File: config.mk
export PLATFORM = sky130hd
export DESIGN_NAME = vram_arb
export DESIGN_NICKNAME = d
export VERILOG_FILES = /design/src/rtl/vram_pkg.sv /design/src/rtl/vram_wfifo.sv /design/src/rtl/vram_arb.sv
export SDC_FILE = /design/constraint.sdc
export NUM_CORES = 1
export LEC_CHECK = 0
export CAP_MARGIN = 10
export CELL_PAD_IN_SITES_DETAIL_PLACEMENT = 1
export CELL_PAD_IN_SITES_GLOBAL_PLACEMENT = 2
export CORE_UTILIZATION = 45
export CTS_CLUSTER_DIAMETER = 60
export DETAILED_ROUTE_END_ITERATION = 8
export GPL_TIMING_DRIVEN = 0
export MAX_ROUTING_LAYER = met4
export PLACE_DENSITY = 0.95
export SYNTH_ARGS = -nofsm -noshare
export SYNTH_HDL_FRONTEND = slang
export SYNTH_SLANG_ARGS = --single-unit
File: constraint.sdc
create_clock -name clk25 -period 3.4 [get_ports clk25]
set_input_delay 1.02 -clock clk25 [delete_from_list [all_inputs] [get_ports clk25]]
set_output_delay 1.02 -clock clk25 [all_outputs]
set_load 0.005 [all_outputs]
File: src/rtl/vram_pkg.sv
// vram_pkg: shared types and constants for the VRAM slot arbiter.
// Holds the arbiter state enum, bus widths, byte strobes and FIFO entry layout.
package vram_pkg;

    localparam int VRAM_ADDR_W = 24;
    localparam int VRAM_DATA_W = 16;

    localparam logic [1:0] DS_LO   = 2'b01;
    localparam logic [1:0] DS_HI   = 2'b10;
    localparam logic [1:0] DS_BOTH = 2'b11;

    typedef enum logic [1:0] {
        INIT  = 2'd0,
        CLEAR = 2'd1,
        RUN   = 2'd2
    } vram_state_e;

    // Entries are stored pre-formatted: word address, strobes, byte.
    typedef struct packed {
        logic [VRAM_ADDR_W-2:0] waddr;
        logic [1:0]             ds;
        logic [7:0]             data;
    } vram_wr_t;

    function automatic logic [1:0] byte_ds(input logic a0);
        return a0 ? DS_HI : DS_LO;
    endfunction

endpackage

File: src/rtl/vram_wfifo.sv
// vram_wfifo: synchronous CPU write FIFO with registered full/empty flags.
// A push is refused while the registered full flag is set.
module vram_wfifo #(
    parameter int DEPTH = 4,
    parameter int W     = 33
) (
    input  logic         i_clk,
    input  logic         i_rst_n,
    input  logic         i_push,
    input  logic [W-1:0] i_din,
    input  logic         i_pop,
    output logic [W-1:0] o_dout,
    output logic         o_full,
    output logic         o_empty
);

    localparam int AW = $clog2(DEPTH);

    logic [W-1:0]  r_mem [DEPTH];
    logic [AW-1:0] r_wp;
    logic [AW-1:0] r_rp;
    logic [AW:0]   r_cnt;
    logic [AW:0]   w_cnt_nxt;
    logic          r_full;
    logic          r_empty;
    logic          w_push;
    logic          w_pop;

    assign w_push  = i_push & ~r_full;
    assign w_pop   = i_pop & ~r_empty;
    assign o_dout  = r_mem[r_rp];
    assign o_full  = r_full;
    assign o_empty = r_empty;

    always_comb begin
        w_cnt_nxt = r_cnt;
        if (w_push && !w_pop) begin
            w_cnt_nxt = r_cnt + (AW+1)'(1);
        end else if (w_pop && !w_push) begin
            w_cnt_nxt = r_cnt - (AW+1)'(1);
        end
    end

    always_ff @(posedge i_clk) begin
        if (w_push) begin
            r_mem[r_wp] <= i_din;
        end
    end

    always_ff @(posedge i_clk or negedge i_rst_n) begin
        if (!i_rst_n) begin
            r_wp    <= '0;
            r_rp    <= '0;
            r_cnt   <= '0;
            r_full  <= 1'b0;
            r_empty <= 1'b1;
        end else begin
            if (w_push) begin
                r_wp <= r_wp + AW'(1);
            end
            if (w_pop) begin
                r_rp <= r_rp + AW'(1);
            end
            r_cnt   <= w_cnt_nxt;
            r_full  <= (w_cnt_nxt == (AW+1)'(DEPTH));
            r_empty <= (w_cnt_nxt == '0);
        end
    end

endmodule

File: src/rtl/vram_arb.sv
// vram_arb: time-slot arbiter sharing the display SDRAM port between pixel reads
// and buffered CPU byte writes. Define VRAM_ARB_CLEAR_EN for the post-reset clear engine.
module vram_arb
    import vram_pkg::*;
#(
    parameter int                     FIFO_DEPTH  = 4,
    parameter logic [VRAM_ADDR_W-1:0] CLEAR_WORDS = 24'h04B000,
    parameter logic [VRAM_DATA_W-1:0] CLEAR_DATA  = 16'h0000
) (
    input  logic                   clk25,
    input  logic                   reset_n,
    input  logic                   active,
    input  logic                   vsync_n,
    input  logic                   wr_req,
    input  logic [VRAM_ADDR_W-1:0] wr_addr,
    input  logic [7:0]             wr_data,
    output logic                   wr_full,
    output logic                   wr_ack,
    input  logic                   clr_req,
    output logic                   busy,
    output logic [VRAM_ADDR_W-1:0] sd_addr,
    output logic [VRAM_DATA_W-1:0] sd_din,
    output logic [1:0]             sd_ds,
    output logic                   sd_we,
    output logic                   sd_oe
);

    vram_state_e            r_state;
    logic                   r_ph;
    logic [VRAM_ADDR_W-1:0] r_rptr;
    logic [VRAM_ADDR_W-1:0] r_addr;
    logic [VRAM_DATA_W-1:0] r_din;
    logic [1:0]             r_ds;
    logic                   r_we;
    logic                   r_oe;
    logic                   r_ack;

    logic                   w_rd_slot;
    logic                   w_pop;
    logic                   w_acc;
    logic                   w_full;
    logic                   w_empty;
    logic [VRAM_ADDR_W-1:0] w_rptr;
    vram_wr_t               w_in;
    vram_wr_t               w_ent;

`ifdef VRAM_ARB_CLEAR_EN
    logic [VRAM_ADDR_W-1:0] r_clr_cnt;
    logic                   r_busy;
    assign busy = r_busy;
`else
    logic w_unused;
    assign w_unused = ^{clr_req, CLEAR_WORDS, CLEAR_DATA};
    assign busy     = 1'b0;
`endif

    assign w_rd_slot = active & ~r_ph;
    assign w_pop     = ~w_rd_slot & (r_state == RUN) & ~w_empty;
    assign w_acc     = wr_req & ~w_full;
    assign w_rptr    = vsync_n ? r_rptr : '0;
    assign w_in      = '{waddr: wr_addr[VRAM_ADDR_W-1:1],
                         ds:    byte_ds(wr_addr[0]),
                         data:  wr_data};

    assign wr_full = w_full;
    assign wr_ack  = r_ack;
    assign sd_addr = r_addr;
    assign sd_din  = r_din;
    assign sd_ds   = r_ds;
    assign sd_we   = r_we;
    assign sd_oe   = r_oe;

    vram_wfifo #(
        .DEPTH (FIFO_DEPTH),
        .W     ($bits(vram_wr_t))
    ) u_wfifo (
        .i_clk   (clk25),
        .i_rst_n (reset_n),
        .i_push  (wr_req),
        .i_din   (w_in),
        .i_pop   (w_pop),
        .o_dout  (w_ent),
        .o_full  (w_full),
        .o_empty (w_empty)
    );

    always_ff @(posedge clk25 or negedge reset_n) begin
        if (!reset_n) begin
            r_state <= INIT;
            r_ph    <= 1'b0;
            r_rptr  <= '0;
            r_addr  <= '0;
            r_din   <= '0;
            r_ds    <= 2'b00;
            r_we    <= 1'b0;
            r_oe    <= 1'b0;
            r_ack   <= 1'b0;
`ifdef VRAM_ARB_CLEAR_EN
            r_clr_cnt <= '0;
            r_busy    <= 1'b0;
`endif
        end else begin
            r_ack <= w_acc;
            r_ph  <= active & ~r_ph;
            r_oe  <= w_rd_slot;
            r_we  <= w_pop;
            if (!vsync_n) begin
                r_rptr <= '0;
            end else if (w_rd_slot) begin
                r_rptr <= r_rptr + 24'd1;
            end
            // Write slots with nothing to send keep the last address.
            if (w_rd_slot) begin
                r_addr <= w_rptr;
            end else if (w_pop) begin
                r_addr <= {1'b0, w_ent.waddr};
                r_din  <= {2{w_ent.data}};
                r_ds   <= w_ent.ds;
            end
            unique case (r_state)
                INIT: begin
`ifdef VRAM_ARB_CLEAR_EN
                    r_state   <= CLEAR;
                    r_clr_cnt <= '0;
                    r_busy    <= 1'b1;
`else
                    r_state <= RUN;
`endif
                end
                CLEAR: begin
`ifdef VRAM_ARB_CLEAR_EN
                    if (!w_rd_slot) begin
                        r_we      <= 1'b1;
                        r_addr    <= r_clr_cnt;
                        r_din     <= CLEAR_DATA;
                        r_ds      <= DS_BOTH;
                        r_clr_cnt <= r_clr_cnt + 24'd1;
                        if (r_clr_cnt == CLEAR_WORDS - 24'd1) begin
                            r_state <= RUN;
                            r_busy  <= 1'b0;
                        end
                    end
`else
                    r_state <= RUN;
`endif
                end
                RUN: begin
`ifdef VRAM_ARB_CLEAR_EN
                    if (clr_req) begin
                        r_state   <= CLEAR;
                        r_clr_cnt <= '0;
                        r_busy    <= 1'b1;
                    end
`endif
                end
                default: r_state <= INIT;
            endcase
        end
    end

endmodule
* Yosys cells after proc, flatten, opt, wreduce, memory -nomap -nowiden
Memories as Yosys holds them, arrays and structs flattened.
Index checks and enable logic that the tools add are counted.
** Cells by class
- Add/sub/neg operators :: 5
- Eq/ne operators :: 4
- Mux-type cells :: 11
- Bitwise gates (word level) :: 9
- Reduce and logical (&&, ||, !) cells :: 9
** Operators with widths (count)
- 2-to-1 mux 24 bit :: 5
- adder 24 x 1 -> 24 bit, second input constant :: 1
- 2-to-1 mux 3 bit :: 2
- bitwise AND 1 bit :: 5
- adder 2 x 1 -> 2 bit, second input constant :: 2
- NOT 1 bit :: 4
- one-hot mux 2 bit (2 select lines) :: 1
- adder 3 x 1 -> 3 bit, second input constant :: 1
- == test 3 bit, second input constant :: 1
- zero test 3 bit :: 1
- subtractor 3 x 1 -> 3 bit, second input constant :: 1
- == test 2 x 1 -> 1 bit, second input constant :: 1
- == test 2 bit, second input constant :: 1
- logical AND 1 bit :: 2
- zero test 1 bit :: 2
- zero test 2 bit :: 1
- 2-to-1 mux 1 bit :: 2
- 2-to-1 mux 2 bit :: 1
- != test 2 x 1 -> 1 bit, second input constant :: 1
- AND reduction 2 bit :: 1
- nonzero test 2 bit :: 1
- OR reduction 2 bit :: 1
** Word-level totals
- Register bits :: 80
- RAM bits :: 132
- Input bits :: 38
- Output and inout port bits :: 47
- Logic and storage cells :: 52
- Memories kept :: 1
** Memories
- u_wfifo.r_mem :: words 4, width 33, rd ports 1, clocked after memory_dff 0, write ports 1, line vram_wfifo.sv:19 : logic [W-1:0] r_mem [DEPTH];

* Logic depth before layout (Yosys ltp)
Gate-level depths: netlist of run 1.
- Depth in word-level cells :: 10
- Mapped depth :: 6
- Mapped depth without buffers :: 5

* Cells and area by module
From an unflattened synthesis of run 1, not the netlist that was laid out.
** Second synthesis, totals
- Cell total of the unflattened synthesis :: 500
- Area, all modules :: 8199.1 sq um
** By module, submodules not included
- vram_wfifo :: instances 1, cells an instance 225, area an instance 5303.8 sq um, seq. area each 4190.3 sq um
- vram_arb :: instances 1, cells an instance 275, area an instance 2895.3 sq um, seq. area each 1551.5 sq um

* Worst setup path before layout of run 1
OpenSTA, ideal clock, no wires.
- Path type :: input -> register
- Start :: input port wr_req
- End :: memory u_wfifo.r_mem[0][0], enable pin
- Library setup time :: 393 ps
- Arrival :: 2083 ps
- Required time :: 3007 ps
- Path slack :: 924 ps
- Stages :: 3
- Buffers on the path :: 0
- Cell sequence :: nand2b_1 > clkinv_1 > and2_1
** On the way
- Word-level cells in the longest chain between the ends :: 3
** Ends and longest elaborated chain
- from (decl) :: line vram_arb.sv:14 : input logic wr_req,
- bitwise AND 1 bit :: line vram_wfifo.sv:29 : assign w_push = i_push & ~r_full;
- net u_wfifo.w_push :: line vram_wfifo.sv:26 : logic w_push;
- 2-to-1 mux 1 bit :: line vram_wfifo.sv:45 : if (w_push) begin
- 2-to-1 mux 1 bit (not written as such) :: line vram_wfifo.sv:46 : r_mem[r_wp] <= i_din;
- to (decl) :: line vram_wfifo.sv:19
The timed path passes the listed nets, and every way through them passes these cells.

* Worst setup path after layout of run 1
- Start :: input port active
- End :: register r_din[14] (netlist: sd_din[14])
** On the way
- Word-level cells in the longest chain between the ends :: 5
** Ends and longest elaborated chain
- from (decl) :: line vram_arb.sv:12 : input logic active,
- bitwise AND 1 bit * :: line vram_arb.sv:57 : assign w_rd_slot = active & ~r_ph;
- net w_rd_slot :: line vram_arb.sv:38 : logic w_rd_slot;
- NOT 1 bit (no line) *
- bitwise AND 1 bit (2 in a row) :: line vram_arb.sv:58 : assign w_pop = ~w_rd_slot & (r_state == RUN) & ~w_empty;
- AND reduction 2 bit (no line) *
- to (signal assigned) :: line vram_arb.sv:117 : r_din <= {2{w_ent.data}};
- to (decl) :: line vram_arb.sv:32 : logic [VRAM_DATA_W-1:0] r_din;
Mark *: on every way through the listed nets, which the timed path passes. The rest lies on a longest branch.
A chain may end at the register's enable or synchronous reset.

==> qor.log, run 1 <==
qor: power_and_ir_drop.power_leakage 3.619 nW
qor: sta.fmaxAchievable 312.1 MHz
qor: worst_setup_path.cp-startpoint active
qor: synthesis.synth-async-reset-ratio 34.98%
qor: worst_setup_path.worst_ep_required_time 3.77 ns
qor: synthesis.postSynthNetCount 516
qor: detailed_routing.post_drt_wl_per_cell 24.64 µm
qor: layout.commonest_cells_after_routing_fill_and_taps_aside 132 x edfxtp_1, 81 x clkdlybuf4s50_1, 70 x dfrtp_1
qor: worst_setup_path.timing.critical_path.arrival 3.57 ns
qor: grt.first_global_vias 5,215
qor: synthesis.synthesis.instances 471
qor: worst_setup_path.endpoint_of_the_most_critical_register_to_register_path sd_din[14]
qor: sta.finalHoldViolations 0
qor: synthesis.synth_ff_type edfxtp_1
qor: detailed_routing.detail_route.vias_per_cell 5.833
qor: worst_setup_path.worst_r2r_startpoint sd_oe
qor: worst_setup_path.reg2reg_depth 5
qor: grt.grt_antenna_before_repair 1
qor: worst_setup_path.worstSetupStartpointType primary input
qor: clock_network.ctsHoldBuffers 0
qor: sta.slew-limit-headroom 24.52%
qor: worst_setup_path.ws_path_type in -> reg
qor: synthesis.syn_area 0.007996 mm²
qor: worst_setup_path.setup.worst_path.end_class flop
qor: floorplan.design.die.area 0.01831 mm²
qor: worst_setup_path.r2r_slack 0.77 ns
qor: clock_network.num_clock_sinks 203
qor: detailed_routing.drt-pass1-iter-count 6
qor: clock_network.cts.clk_slew.worst_paths 0.06 ns
qor: synthesis.yosysWarnings 0
qor: floorplan.num_rows 48
qor: layout.layout_commonest_cell edfxtp_1
qor: grt.grt_util_all_layers 23.67%
qor: sta.holdWs 0.3210 ns
qor: synthesis.synth_top_area_share 49.57%
qor: synthesis.synth_top_cells_by_area edfxtp_1 50%, dfrtp_1 22%, mux4_2 9.3%
qor: placement.port-buffer-count 82
qor: layout.seqCellArea 0.005742 mm²
qor: layout.drive_above_1_share 16.61%
qor: synthesis.postSynthAreaPerCell 16.98 µm²
qor: power_and_ir_drop.power-per-cell-area 813.7 mW/mm²
qor: grt.globalRoute.totalOverflow 0
qor: placement.hpwl_detailed 11.96 mm
qor: detailed_routing.detailroute.via_count 4,760
qor: sta.skew 0.01153 ns
qor: sta.timing.final.setup_violations 0
qor: layout.multi_input_area 0.001972 mm²
qor: clock_network.cts_max_path_buffers 3
qor: floorplan.io_pins 85
qor: synthesis.ys_seq_area_share 71.80%
qor: detailed_routing.drt_iter0_drc 466
qor: clock_network.clk-insertion-delay-late 0.50 ns
qor: grt.grt_start_max_net_pins 70
qor: sta.fin_crit_sh 94.24%
qor: outcome.status finished clean
qor: detailed_routing.drt_wl_total 20.11 mm
qor: detailed_routing.ant_nets 0
qor: clock_network.post_cts_buffers 0
qor: clock_network.post_cts_resize_count 0
qor: sta.final_max_slew_viols 0
qor: sta.grt_setup_unrepaired false
qor: layout.finish.net_count 622
qor: synthesis.synthDominantAreaCellType edfxtp_1
qor: power_and_ir_drop.power.ir.vdd_worst 0.5107 mV
qor: run.drv.max_cap_violation_count 0
qor: clock_network.htree_levels 1
qor: layout.layout.filler_cells 1,625
qor: worst_setup_path.critical_path.max_fanout 10
qor: layout.layout.core_utilization 56.35%
qor: detailed_routing.drc 0
qor: floorplan.core 0.01730 mm²
qor: floorplan.die_height 135.3 µm
qor: synthesis.synth_edf_count 132
qor: sta.finalCriticalPeriod 3.204 ns
qor: clock_network.ctsRootBufferMaster clkbuf_16
qor: clock_network.tritoncts_clock_tree built
qor: clock_network.tritoncts.num_buffers 21
qor: layout.area_growth_syn_to_layout 21.89%
qor: floorplan.dieWidth 135.3 µm
qor: grt.grt_first_pass_wirelength 31.13 mm
qor: synthesis.synth.ff_latch_count 203
qor: placement.finalWeightedCongestion 0.8063
qor: floorplan.floorplan.initialDensity 46.23%
qor: worst_setup_path.setup.worst_path.end sd_din[14]
qor: synthesis.synth_cell_type_count 45
qor: min_path.worstHoldPathType in -> async
qor: sta.worst_tran_pin_value 1.128 ns
## cell type report
cell class	instances	share of cell area, %
Sequential cell	203	58.91
Multi-Input combinational cell	204	20.23
Timing Repair Buffer	83	8.678
Clock buffer	30	6.046
Tap cell	225	2.888
Buffer	29	1.605
Inverter	35	1.348
Clock inverter	6	0.2696
Antenna cell	1	0.02567
## per-stage QoR
stage	TNS, ns	total power [mW]	cells	worst slack [ns]	area [µm²]
after floorplan	0	4.684	471	0.9238	7996
after global placement	-110.98	5.618	778	-1.262	9099
after detailed placement	-1.513	5.774	779	-0.2333	9129
after CTS	0	7.989	815	0.2076	9744
after global routing	0	8.247	816	0.1138	9747
final	0	7.931	816	0.1959	9747
## sequential cells by signal, indices dropped and copies added, names as in the netlist
name	flops
u_wfifo.r_rp	2
u_wfifo.r_wp	2
sd_addr	24
sd_din	8
sd_we	1
u_wfifo.o_full	1
r_state	1
sd_oe	1
u_wfifo.o_empty	1
r_rptr	24
sd_ds	2
wr_ack	1
u_wfifo.r_cnt	3
u_wfifo.r_mem	132
## worst min path at each step
stage,start,to,slack [ns],cells after the start
final,reset_n,sd_din[7],0.32,1
after global routing,reset_n,sd_din[7],0.31,1
after CTS,reset_n,sd_din[7],0.31,1
after detailed placement,sd_addr[23],sd_addr[23],0.51,1
after global placement,sd_addr[19],sd_addr[19],0.50,2
after floorplan,r_rptr[23],sd_addr[23],0.49,1
## critical path, cell delays in order
cell and delay (ns):
clkdlybuf4s50_1 0.47, nand2b_1 0.24, inv_2 0.14, nor2_1 0.88, buf_2 0.43, mux2_2 0.38
## kinds of logic after synthesis
family	share of synthesized area, %
flip-flops	71.80
other	0.09392
XOR/XNOR	1.424
AO/OA/AOI/OAI	5.868
buffers and inverters	3.599
AND/OR/NAND/NOR	5.414
multiplexers	10.70
adder cells (fa/ha/maj)	1.095
## synth_stat cells, types with 2 or more instances
| library cell | n |
|---|---|
| a21oi_1 | 16 |
| a222oi_1 | 23 |
| a2bb2oi_1 | 2 |
| and2_1 | 4 |
| and4_1 | 3 |
| buf_2 | 5 |
| buf_4 | 9 |
| clkbuf_1 | 13 |
| conb_1 | 2 |
| dfrtp_1 | 70 |
| edfxtp_1 | 132 |
| ha_1 | 7 |
| inv_1 | 32 |
| inv_2 | 2 |
| mux2_2 | 10 |
| mux4_2 | 33 |
| nand2_1 | 13 |
| nand2b_1 | 3 |
| nand3_1 | 6 |
| nand4_1 | 4 |
| nor2_1 | 16 |
| nor3_1 | 5 |
| nor4_1 | 2 |
| o21ai_0 | 3 |
| o21ai_1 | 5 |
| o31ai_1 | 8 |
| or3_1 | 7 |
| or4_1 | 8 |
| xnor2_1 | 10 |
| xor2_1 | 3 |
## per-layer routing
metal	wire length, µm	track usage, %	vias up	part of all wire, %
li1	-	-	2038	-
met1	8065	29.23	2527	40
met2	10610	39.74	153	53
met3	971	3.853	42	4.8
met4	463	8.115	0	2.3
met5	0	-	-	0
## power breakdown
| part | total (mW) | switching (mW) | internal [mW] |
|---|---|---|---|
| Combinational | 2.30 | 1.10 | 1.19 |
| Sequential | 3.51 | 0.286 | 3.23 |
| Clock | 2.12 | 0.923 | 1.20 |
(Power assumes the default switching activity.)
==> run 2, diff against run 1 <==
--- a/config.mk
+++ b/config.mk
@@ -17,3 +17,4 @@
 export SYNTH_ARGS = -nofsm -noshare
 export SYNTH_HDL_FRONTEND = slang
 export SYNTH_SLANG_ARGS = --single-unit
+export TNS_END_PERCENT = 100
==> results of run 2 <==
Same layout as run 1: the final DEF is identical, and so are final timing and power.
